`src/rtl/mmc_seq_pkg.sv`:
```
// Shared definitions for the MMC sector sequencer.
//   - command encodings presented on oCMD_COMMAND
//   - sequencer state enum
//   - error code reported when the response watchdog fires
package mmc_seq_pkg;

  localparam logic [3:0] MMC_CMD_INIT  = 4'h0;
  localparam logic [3:0] MMC_CMD_CMD0  = 4'h1;
  localparam logic [3:0] MMC_CMD_CMD1  = 4'h2;
  localparam logic [3:0] MMC_CMD_CMD16 = 4'h3;
  localparam logic [3:0] MMC_CMD_CMD17 = 4'h4;
  localparam logic [3:0] MMC_CMD_CMD24 = 4'h5;

  localparam logic [4:0] MMC_ERR_TIMEOUT = 5'h1F;

  typedef enum logic [2:0] {
    S_PWRUP,
    S_ISSUE,
    S_WAIT,
    S_READY,
    S_FAIL
  } seq_state_t;

  // Sector commands carry the host sector number and report to the host;
  // everything else belongs to the init chain.
  function automatic logic is_sector_cmd(input logic [3:0] cmd);
    return (cmd == MMC_CMD_CMD17) || (cmd == MMC_CMD_CMD24);
  endfunction

endpackage

```
`src/rtl/mmc_seq_timer.sv`:
```
// 32-bit down-counter shared by the power-up delay and the response watchdog.
//   iCLOCK    clock
//   inRESET   asynchronous reset, active-low; counter starts at RESET_VAL
//   load      reload the counter with load_val this cycle
//   load_val  reload value
//   expired   1 while the counter sits at zero
// Loading N-1 makes expired rise in the N-th cycle after the load.
module mmc_seq_timer #(
  parameter logic [31:0] RESET_VAL = 32'd0
) (
  input  logic        iCLOCK,
  input  logic        inRESET,
  input  logic        load,
  input  logic [31:0] load_val,
  output logic        expired
);

  logic [31:0] cnt;

  always_ff @(posedge iCLOCK or negedge inRESET) begin
    if (!inRESET) begin
      cnt <= RESET_VAL;
    end else if (load) begin
      cnt <= load_val;
    end else if (cnt != 32'd0) begin
      cnt <= cnt - 32'd1;
    end
  end

  assign expired = (cnt == 32'd0);

endmodule

```
`src/rtl/mmc_sector_sequencer.sv`:
```
// Upstream sequencer for the 512-byte MMC command layer.
// Runs the power-up init chain (INIT, CMD0, CMD1, CMD16), then converts host
// sector requests into CMD17 (read) / CMD24 (write), retrying failed commands.
// Optional feature: define MMC_SEQ_TIMEOUT_EN to enable a response watchdog in
// S_WAIT that reports a failure with code 5'h1F after TIMEOUT_CYCLES.
// Ports:
//   iCLOCK, inRESET            clock, asynchronous active-low reset
//   iHOST_REINIT               pulse: abort and restart the init chain
//   iHOST_REQ/RW/SECTOR        host sector request (accepted while oHOST_BUSY=0)
//   oHOST_BUSY/DONE/ERROR      host handshake; DONE/ERROR are 1-cycle pulses
//   oHOST_ERROR_CODE           code of the last failure, held
//   oINIT_DONE, oINIT_FAIL     init chain result levels
//   oCMD_REQ/COMMAND/ADDR      command request to the command layer
//   iCMD_BUSY/SUCCESS/ERROR/ERROR_CODE  command layer status
module mmc_sector_sequencer
  import mmc_seq_pkg::*;
#(
  parameter int unsigned PWRUP_CYCLES   = 50000,
  parameter int unsigned RETRY_MAX      = 3,
  parameter int unsigned TIMEOUT_CYCLES = 2000000
) (
  input  logic        iCLOCK,
  input  logic        inRESET,
  input  logic        iHOST_REINIT,
  input  logic        iHOST_REQ,
  input  logic        iHOST_RW,
  input  logic [31:0] iHOST_SECTOR,
  output logic        oHOST_BUSY,
  output logic        oHOST_DONE,
  output logic        oHOST_ERROR,
  output logic [4:0]  oHOST_ERROR_CODE,
  output logic        oINIT_DONE,
  output logic        oINIT_FAIL,
  output logic        oCMD_REQ,
  output logic [3:0]  oCMD_COMMAND,
  output logic [31:0] oCMD_ADDR,
  input  logic        iCMD_BUSY,
  input  logic        iCMD_SUCCESS,
  input  logic        iCMD_ERROR,
  input  logic [4:0]  iCMD_ERROR_CODE
);

  localparam logic [31:0] PWR_LOAD  = (PWRUP_CYCLES > 0)   ? 32'(PWRUP_CYCLES - 1)   : 32'd0;
  localparam logic [31:0] WD_LOAD   = (TIMEOUT_CYCLES > 0) ? 32'(TIMEOUT_CYCLES - 1) : 32'd0;
  localparam logic [7:0]  RETRY_LIM = 8'(RETRY_MAX);

  seq_state_t  state, state_n;
  logic [3:0]  step, step_n;
  logic [7:0]  retry, retry_n;
  logic [31:0] sector_q;
  logic        sector_load;

  logic        req_n, done_n, error_n, busy_n, init_done_n, init_fail_n;
  logic [3:0]  command_n;
  logic [31:0] addr_n;
  logic [4:0]  code_n;

  logic        tmr_load;
  logic [31:0] tmr_val;
  logic        tmr_expired;
  logic        cmd_fail;
  logic [4:0]  fail_code;

  mmc_seq_timer #(.RESET_VAL(PWR_LOAD)) u_timer (
    .iCLOCK   (iCLOCK),
    .inRESET  (inRESET),
    .load     (tmr_load),
    .load_val (tmr_val),
    .expired  (tmr_expired)
  );

`ifdef MMC_SEQ_TIMEOUT_EN
  // A real response in the expiry cycle takes precedence over the watchdog.
  logic wd_fire;
  assign wd_fire   = (state == S_WAIT) && tmr_expired && !iCMD_ERROR && !iCMD_SUCCESS;
  assign cmd_fail  = iCMD_ERROR | wd_fire;
  assign fail_code = iCMD_ERROR ? iCMD_ERROR_CODE : MMC_ERR_TIMEOUT;
`else
  assign cmd_fail  = iCMD_ERROR;
  assign fail_code = iCMD_ERROR_CODE;
`endif

  always_comb begin
    state_n     = state;
    step_n      = step;
    retry_n     = retry;
    req_n       = 1'b0;
    command_n   = oCMD_COMMAND;
    addr_n      = oCMD_ADDR;
    done_n      = 1'b0;
    error_n     = 1'b0;
    code_n      = oHOST_ERROR_CODE;
    init_done_n = oINIT_DONE;
    init_fail_n = oINIT_FAIL;
    tmr_load    = 1'b0;
    tmr_val     = WD_LOAD;
    sector_load = 1'b0;

    if (iHOST_REINIT) begin
      // In-flight layer responses are simply not sampled in S_PWRUP.
      state_n     = S_PWRUP;
      step_n      = MMC_CMD_INIT;
      retry_n     = 8'd0;
      init_done_n = 1'b0;
      init_fail_n = 1'b0;
      tmr_load    = 1'b1;
      tmr_val     = PWR_LOAD;
    end else begin
      unique case (state)
        S_PWRUP: begin
          if (tmr_expired) begin
            state_n = S_ISSUE;
            step_n  = MMC_CMD_INIT;
            retry_n = 8'd0;
          end
        end
        S_ISSUE: begin
          if (!iCMD_BUSY) begin
            req_n     = 1'b1;
            command_n = step;
            addr_n    = is_sector_cmd(step) ? sector_q : 32'd0;
            state_n   = S_WAIT;
            tmr_load  = 1'b1;
          end
        end
        S_WAIT: begin
          if (cmd_fail) begin
            if (retry < RETRY_LIM) begin
              retry_n = retry + 8'd1;
              state_n = S_ISSUE;
            end else begin
              retry_n = 8'd0;
              code_n  = fail_code;
              if (is_sector_cmd(step)) begin
                error_n = 1'b1;
                state_n = S_READY;
              end else begin
                init_fail_n = 1'b1;
                state_n     = S_FAIL;
              end
            end
          end else if (iCMD_SUCCESS) begin
            retry_n = 8'd0;
            if (is_sector_cmd(step)) begin
              done_n  = 1'b1;
              state_n = S_READY;
            end else if (step == MMC_CMD_CMD16) begin
              init_done_n = 1'b1;
              state_n     = S_READY;
            end else begin
              step_n  = step + 4'd1;
              state_n = S_ISSUE;
            end
          end
        end
        S_READY: begin
          if (iHOST_REQ) begin
            sector_load = 1'b1;
            step_n      = iHOST_RW ? MMC_CMD_CMD24 : MMC_CMD_CMD17;
            retry_n     = 8'd0;
            state_n     = S_ISSUE;
          end
        end
        S_FAIL: begin
        end
        default: state_n = S_PWRUP;
      endcase
    end

    busy_n = (state_n != S_READY);
  end

  always_ff @(posedge iCLOCK or negedge inRESET) begin
    if (!inRESET) begin
      state            <= S_PWRUP;
      step             <= MMC_CMD_INIT;
      retry            <= 8'd0;
      oHOST_BUSY       <= 1'b1;
      oHOST_DONE       <= 1'b0;
      oHOST_ERROR      <= 1'b0;
      oHOST_ERROR_CODE <= 5'd0;
      oINIT_DONE       <= 1'b0;
      oINIT_FAIL       <= 1'b0;
      oCMD_REQ         <= 1'b0;
      oCMD_COMMAND     <= 4'd0;
      oCMD_ADDR        <= 32'd0;
    end else begin
      state            <= state_n;
      step             <= step_n;
      retry            <= retry_n;
      oHOST_BUSY       <= busy_n;
      oHOST_DONE       <= done_n;
      oHOST_ERROR      <= error_n;
      oHOST_ERROR_CODE <= code_n;
      oINIT_DONE       <= init_done_n;
      oINIT_FAIL       <= init_fail_n;
      oCMD_REQ         <= req_n;
      oCMD_COMMAND     <= command_n;
      oCMD_ADDR        <= addr_n;
    end
  end

  // Host sector latch: pure data, only meaningful once a request is accepted.
  always_ff @(posedge iCLOCK) begin
    if (sector_load) begin
      sector_q <= iHOST_SECTOR;
    end
  end

endmodule

```
`config.mk`:
```
export PLATFORM = sky130hd
export DESIGN_NAME = mmc_sector_sequencer
export DESIGN_NICKNAME = d
export VERILOG_FILES = /design/src/rtl/mmc_seq_pkg.sv /design/src/rtl/mmc_seq_timer.sv /design/src/rtl/mmc_sector_sequencer.sv
export SDC_FILE = /design/constraint.sdc
export NUM_CORES = 1
export LEC_CHECK = 0
export CAP_MARGIN = 20
export CORE_ASPECT_RATIO = 0.5
export CORE_MARGIN = 1
export CORE_UTILIZATION = 63
export CTS_CLUSTER_DIAMETER = 150
export DETAILED_ROUTE_END_ITERATION = 8
export DONT_BUFFER_PORTS = 1
export PLACE_DENSITY_LB_ADDON = 0.3
export SYNTH_ARGS = -nofsm -noshare
export SYNTH_HDL_FRONTEND = slang
export SYNTH_SLANG_ARGS = --single-unit
```
`constraint.sdc`:
```
create_clock -name iCLOCK -period 3.2 [get_ports iCLOCK]
set_input_delay 0.64 -clock iCLOCK [delete_from_list [all_inputs] [get_ports iCLOCK]]
set_output_delay 0.64 -clock iCLOCK [all_outputs]
set_load 0.02 [all_outputs]
```
==> results of run 1 <==
## cell usage in the layout, fill, tap and decap left out, types with 12 or more instances in the layout
master and count:
xnor2_1 20, dfrtp_1 84, nand2_1 95, clkbuf_16 17, nand3_1 38, nor2_1 37
o21ai_0 12, edfxtp_1 32, nor3_1 14
## cell type report
cell class / instances / area, um^2 / share of cell area
Sequential cell: 126 / 3330 / 0.546
Clock inverter: 14 / 130 / 0.0214
Timing Repair Buffer: 10 / 95.1 / 0.0156
Multi-Input combinational cell: 335 / 1940 / 0.318
Tap cell: 112 / 140 / 0.0230
Clock buffer: 18 / 429 / 0.0705
Inverter: 8 / 30.0 / 0.00493
## per-layer routing
layer	vias to the layer above	share of wire
met1	1761	0.46
li1	1754	-
met4	0	0.012
met3	12	0.059
met5	-	0
met2	85	0.47
## what timing repair did
item                                   CTS  global route
setup endpoints to repair                0             0
hold buffers                             1             0
endpoints found under the hold margin   84             0
## how the worst min path moves through the flow
stage	startpoint	endpoint
CTS	inRESET	u_timer.cnt[6]$_DFFE_PN1P_
floorplan	inRESET	oCMD_ADDR[0]$_DFFE_PN0P_
global placement	inRESET	u_timer.cnt[29]$_DFFE_PN0P_
global route	inRESET	u_timer.cnt[6]$_DFFE_PN1P_
finish	inRESET	u_timer.cnt[6]$_DFFE_PN1P_
detailed placement	inRESET	u_timer.cnt[13]$_DFFE_PN0P_
## worst max-delay path, delay by kind of cell (launching register included)
kind / cells / cell delay [ns]
xor gates and xnor gates: 1 / 0.17
and+or+nand+nor: 4 / 1.40
DFF: 1 / 0.40
AOI/OAI and AO/OA: 1 / 0.55
## logic make-up (layout without fill, tap and decap cells)
group           count (synthesis)  in the layout  synth area share
mux                             9              9            0.0184
xor+xnor                       23             23            0.0374
flops                         126            126             0.618
buf+inv                        31             50            0.0232
simple gates                  249            249             0.229
fa+ha+maj                       6              6            0.0139
compound gates                 48             48            0.0602
## flip-flops by register name (all words and copies together) (netlist names)
register          cells
oINIT_FAIL            1
oHOST_BUSY            1
oCMD_COMMAND          4
oCMD_ADDR            32
oHOST_ERROR           1
step                  4
oHOST_ERROR_CODE      5
oCMD_REQ              1
oHOST_DONE            1
u_timer.cnt          32
sector_q             32
retry                 8
state                 3
oINIT_DONE            1
## through the flow
stage                     setup slack [ns]   util
after floorplan                      0.608      -
after global placement               0.591  0.676
after detailed placement             0.528  0.676
after CTS                            0.524  0.748
after global routing                 0.348  0.748
final                                0.540  0.748
## report_power, final
part	total, mW	internal [mW]	switching [mW]
Combinational	0.0516	0.0149	0.0368
Clock	1.81	1.08	0.730
Sequential	1.66	1.66	0.00459
==> results.json, run 1 <==
{
  "worst-r2r-cell-count": 6,
  "relSlewSlack": 0.377,
  "stdcell_area_um2": 6090,
  "timing.final.crit_period_ns": 2.66,
  "fin_hold_ws_ns": 0.0681,
  "dp_cells": 590,
  "gr-max-usage-layer": "met2",
  "setup_viol": 0,
  "dieHeight_um": 67.4,
  "grt.overflow.total": 0,
  "post_dp_cell_area_um2": 5500,
  "end_kind": "flop",
  "outcome": "complete, no violations",
  "final_hold_viol_count": 0,
  "ys.flop_type": "dfrtp_1",
  "yosysMostFrequentCell": "nand2_1",
  "ios": 92,
  "grt_pass1_wl_mm": 17.7,
  "async_flop_share": 0.746,
  "clockBufferDepth": 2,
  "drt_iter0_drc": 200,
  "root_buffer": "clkbuf_16",
  "rows": 23,
  "grt_max_degree": 85,
  "dieArea_um2": 8940,
  "io_buffers": 0,
  "rr_startpoint": "u_timer.cnt[16]$_DFFE_PN0P_",
  "max_stage_delay_ns": 0.63,
  "rsz0062_at_grt": "no",
  "total_power_mw": 3.52,
  "antenna_cells": 0,
  "clock-sinks": 126,
  "slew_viol_final": 0,
  "postSynthAreaPerCell_um2": 10.9,
  "yosysUniqueCellTypes": 57,
  "synthToLayoutAreaGrowth_pct": 13.1,
  "synth.area.top_cells": "dfrtp_1 39%, edfxtp_1 18%, nand2_1 6.6%",
  "required_ns": 3.47,
  "fillerInstances": 524,
  "fin_skew_ns": 0.00958,
  "antenna_found_initial": 0,
  "grt_pass1_vias": 3534,
  "wl_per_cell_um": 16.8,
  "synth_top_cell_area_share": 0.390,
  "crit_path_start_kind": "flop",
  "cts_made_buffers": 17,
  "synth.largest_area_cell": "dfrtp_1",
  "postCtsSetupBuffers": 0,
  "max_cap_violations": 0,
  "syn-instance-count": 492,
  "critical_path.endpoint": "u_timer.cnt[22]$_DFFE_PN0P_",
  "clock_latency_ns": 0.41,
  "cts_tree": "built",
  "tns_ns": 0,
  "hp-class": "in -> async",
  "syn_area_um2": 5380,
  "ant_nets": 0,
  "final_cells": 623,
  "slowest_stage": "or4b_1",
  "drt_wl_total_mm": 10.5,
  "vias": 3612,
  "yosys_warnings": 0,
  "grt_util_all_layers": 0.267,
  "crit_start": "u_timer.cnt[16]$_DFFE_PN0P_",
  "path_cells": "or4_4 > or4b_1 > o211ai_1 > nor4_1 > xnor2_1 > nor2_1",
  "clk_pin_slew_ns": 0.06,
  "worstMarginPinSlew_ns": 0.929,
  "cts.repair.resized": 0,
  "htreeDepth": 4,
  "grt_use_met2": 0.428,
  "hpwlAfterDp_mm": 6.51,
  "p_per_area_nw_per_um2": 578,
  "r2r_end": "u_timer.cnt[22]$_DFFE_PN0P_",
  "core_um2": 8140,
  "p_leak_nw": 2.68,
  "synth-edff-count": 32,
  "ir_worst_vdd_uv": 388,
  "yosysSeqAreaShare": 0.618,
  "grt_util_met1": 0.344,
  "die_x_um": 133,
  "grtUsageMet3": 0.0901,
  "drive_above_1_share": 0.131,
  "dr.pass1.iters": 5,
  "gp_congestion": 0.817,
  "nNetsFinal": 549,
  "vias_per_cell": 5.80,
  "fmaxAchievable_mhz": 376,
  "drc": 0,
  "critPathArrivalTime_ns": 2.93,
  "crit_fanout": 9,
  "r2r_setup_slack_ns": 0.54,
  "period_share": 0.831,
  "synth_commonest_cells": "95 x nand2_1, 84 x dfrtp_1, 38 x nand3_1, 37 x nor2_1, 32 x edfxtp_1",
  "critPathKind": "reg -> reg",
  "synth_seq_cells": 126,
  "initial_core_util": 0.661,
  "synth_fp_nets": 543
}
Note: power is estimated with default switching activity, not from simulation.
==> inputs of run 2 (changes only) <==
Clock period 3.2 ns to 2.7 ns, I/O delays scaled along.
==> results.json, run 2 (synthesis results as in run 1) <==
{
  "htreeDepth": 4,
  "drive_above_1_share": 0.145,
  "cts_tree": "built",
  "wirelength_met1_mm": 4.66,
  "rows": 23,
  "dr.pass1.iters": 5,
  "clock_latency_ns": 0.42,
  "antenna_found_initial": 0,
  "drt_iter0_drc": 291,
  "critPathArrivalTime_ns": 2.85,
  "mostFrequentLayoutCells": "95 x nand2_1, 84 x dfrtp_1, 38 x nand3_1",
  "end_kind": "flop",
  "cts_hold_buf": 1,
  "relSlewSlack": 0.380,
  "pre_cts_ws_ns": 0.175,
  "gp_congestion": 0.834,
  "final_cells": 630,
  "grt.overflow.total": 0,
  "synthToLayoutAreaGrowth_pct": 15.5,
  "utilization": 0.764,
  "drt_wl_total_mm": 11.3,
  "core_um2": 8140,
  "postCtsSetupBuffers": 0,
  "total_power_mw": 4.49,
  "outcome": "complete, no violations",
  "nNetsFinal": 556,
  "vias": 3770,
  "clock-sinks": 126,
  "fillerInstances": 514,
  "period_share": 0.959,
  "wl_met3_um": 832,
  "cts_made_buffers": 17,
  "crit_fanout": 9,
  "ir_worst_vdd_uv": 632,
  "grt_pass1_vias": 3681,
  "grt_max_degree": 95,
  "dieHeight_um": 67.4,
  "worstMarginPinSlew_ns": 0.925,
  "hp-class": "in -> async",
  "reg.largest.list": "oCMD_ADDR: 32 flops, sector_q: 32 flops, u_timer.cnt: 32 flops",
  "vias_per_cell": 5.98,
  "tns_ns": 0,
  "timing.final.crit_period_ns": 2.59,
  "io_buffers": 0,
  "dp_cells": 597,
  "p_per_area_nw_per_um2": 722,
  "cts.repair.resized": 0,
  "clk_pin_slew_ns": 0.06,
  "die_x_um": 133,
  "routed.top_layer": "met4",
  "slew_viol_final": 0,
  "p_leak_nw": 2.76,
  "root_buffer": "clkbuf_16",
  "setup_viol": 0,
  "ant_nets": 0,
  "hpwlAfterDp_mm": 6.78,
  "crit_path_start_kind": "flop",
  "critPathKind": "reg -> reg",
  "setup_slack_ns": 0.112,
  "initial_core_util": 0.661,
  "clockBufferDepth": 2,
  "max_cap_violations": 0,
  "final_common_cell": "nand2_1",
  "wl_met2_mm": 5.64,
  "rsz0062_at_grt": "no",
  "drc": 0,
  "grt_util_all_layers": 0.276,
  "dieArea_um2": 8940,
  "required_ns": 2.96,
  "wl_per_cell_um": 17.9,
  "fmaxAchievable_mhz": 386,
  "ios": 92,
  "final_hold_viol_count": 0,
  "fin_skew_ns": 0.0119,
  "antenna_cells": 0,
  "grt_pass1_wl_mm": 18.4
}
==> run 2: changes by cell type in the layout (fill, tap and decap cells not counted), sizes merged <==
cell      previous run  this run
clkinv               3         6
bufinv               1         4
buf                 10        17
inv                 14        11
clkinvlp             4         1
==> run 2: critical path, stage by stage, from the launching register on <==
cell and delay [ns]:
dfrtp_1 0.41, or4_4 0.59, or4b_1 0.55, nor4_4 0.27, buf_4 0.21, nor4b_1 0.08
xnor2_1 0.20, o21ai_0 0.12
==> run 2: where the power goes <==
| part | internal, mW | switching, mW | total [mW] |
|---|---|---|---|
| Sequential | 1.96 | 0.00518 | 1.97 |
| Combinational | 0.0185 | 0.0463 | 0.0648 |
| Clock | 1.57 | 0.888 | 2.45 |
| Total | 3.55 | 0.940 | 4.49 |
==> run 2: cell type report <==
class	count	area, um^2	share of cell area
timing repair buffer	17	148	0.0237
tap	112	140	0.0225
sequential	126	3330	0.535
multi-input combinational	335	1940	0.312
clock inverter	14	208	0.0334
clock buffer	18	429	0.0690
inverter	8	30.0	0.00483
==> run 2: worst paths after layout <==
path | slack [ns] | startpoint | end | cells past startpoint
min reg2reg | 0.47 | sector_q[23]$_DFFE_PP_ | oCMD_ADDR[23]$_DFFE_PN0P_ | 2
min in group iCLOCK | 0.18 | iHOST_REINIT | u_timer.cnt[10]$_DFFE_PN0P_ | 1
max | 0.11 | u_timer.cnt[16]$_DFFE_PN0P_ | u_timer.cnt[17]$_DFFE_PN0P_ | 7
max in group asynchronous | 2.29 | inRESET | u_timer.cnt[0]$_DFFE_PN1P_ | 1
max reg2reg | 0.11 | u_timer.cnt[16]$_DFFE_PN0P_ | u_timer.cnt[17]$_DFFE_PN0P_ | 7
min | 0.06 | inRESET | u_timer.cnt[16]$_DFFE_PN0P_ | 1
==> run 2: metrics by stage <==
stage / hold WS [ns] / instance area (um^2)
after floorplan: 0.244 / 5380
after global placement: 0.248 / 5550
after detailed placement: 0.247 / 5550
after CTS: 0.0623 / 6220
after global routing: 0.0791 / 6220
final: 0.0564 / 6220
==> run 2: per-layer routing <==
metal / GRT usage / vias to the layer above
met3: 0.107 / 16
li1: - / 1759
met5: 0 / -
met2: 0.467 / 127
met4: 0.0905 / 0
met1: 0.334 / 1868
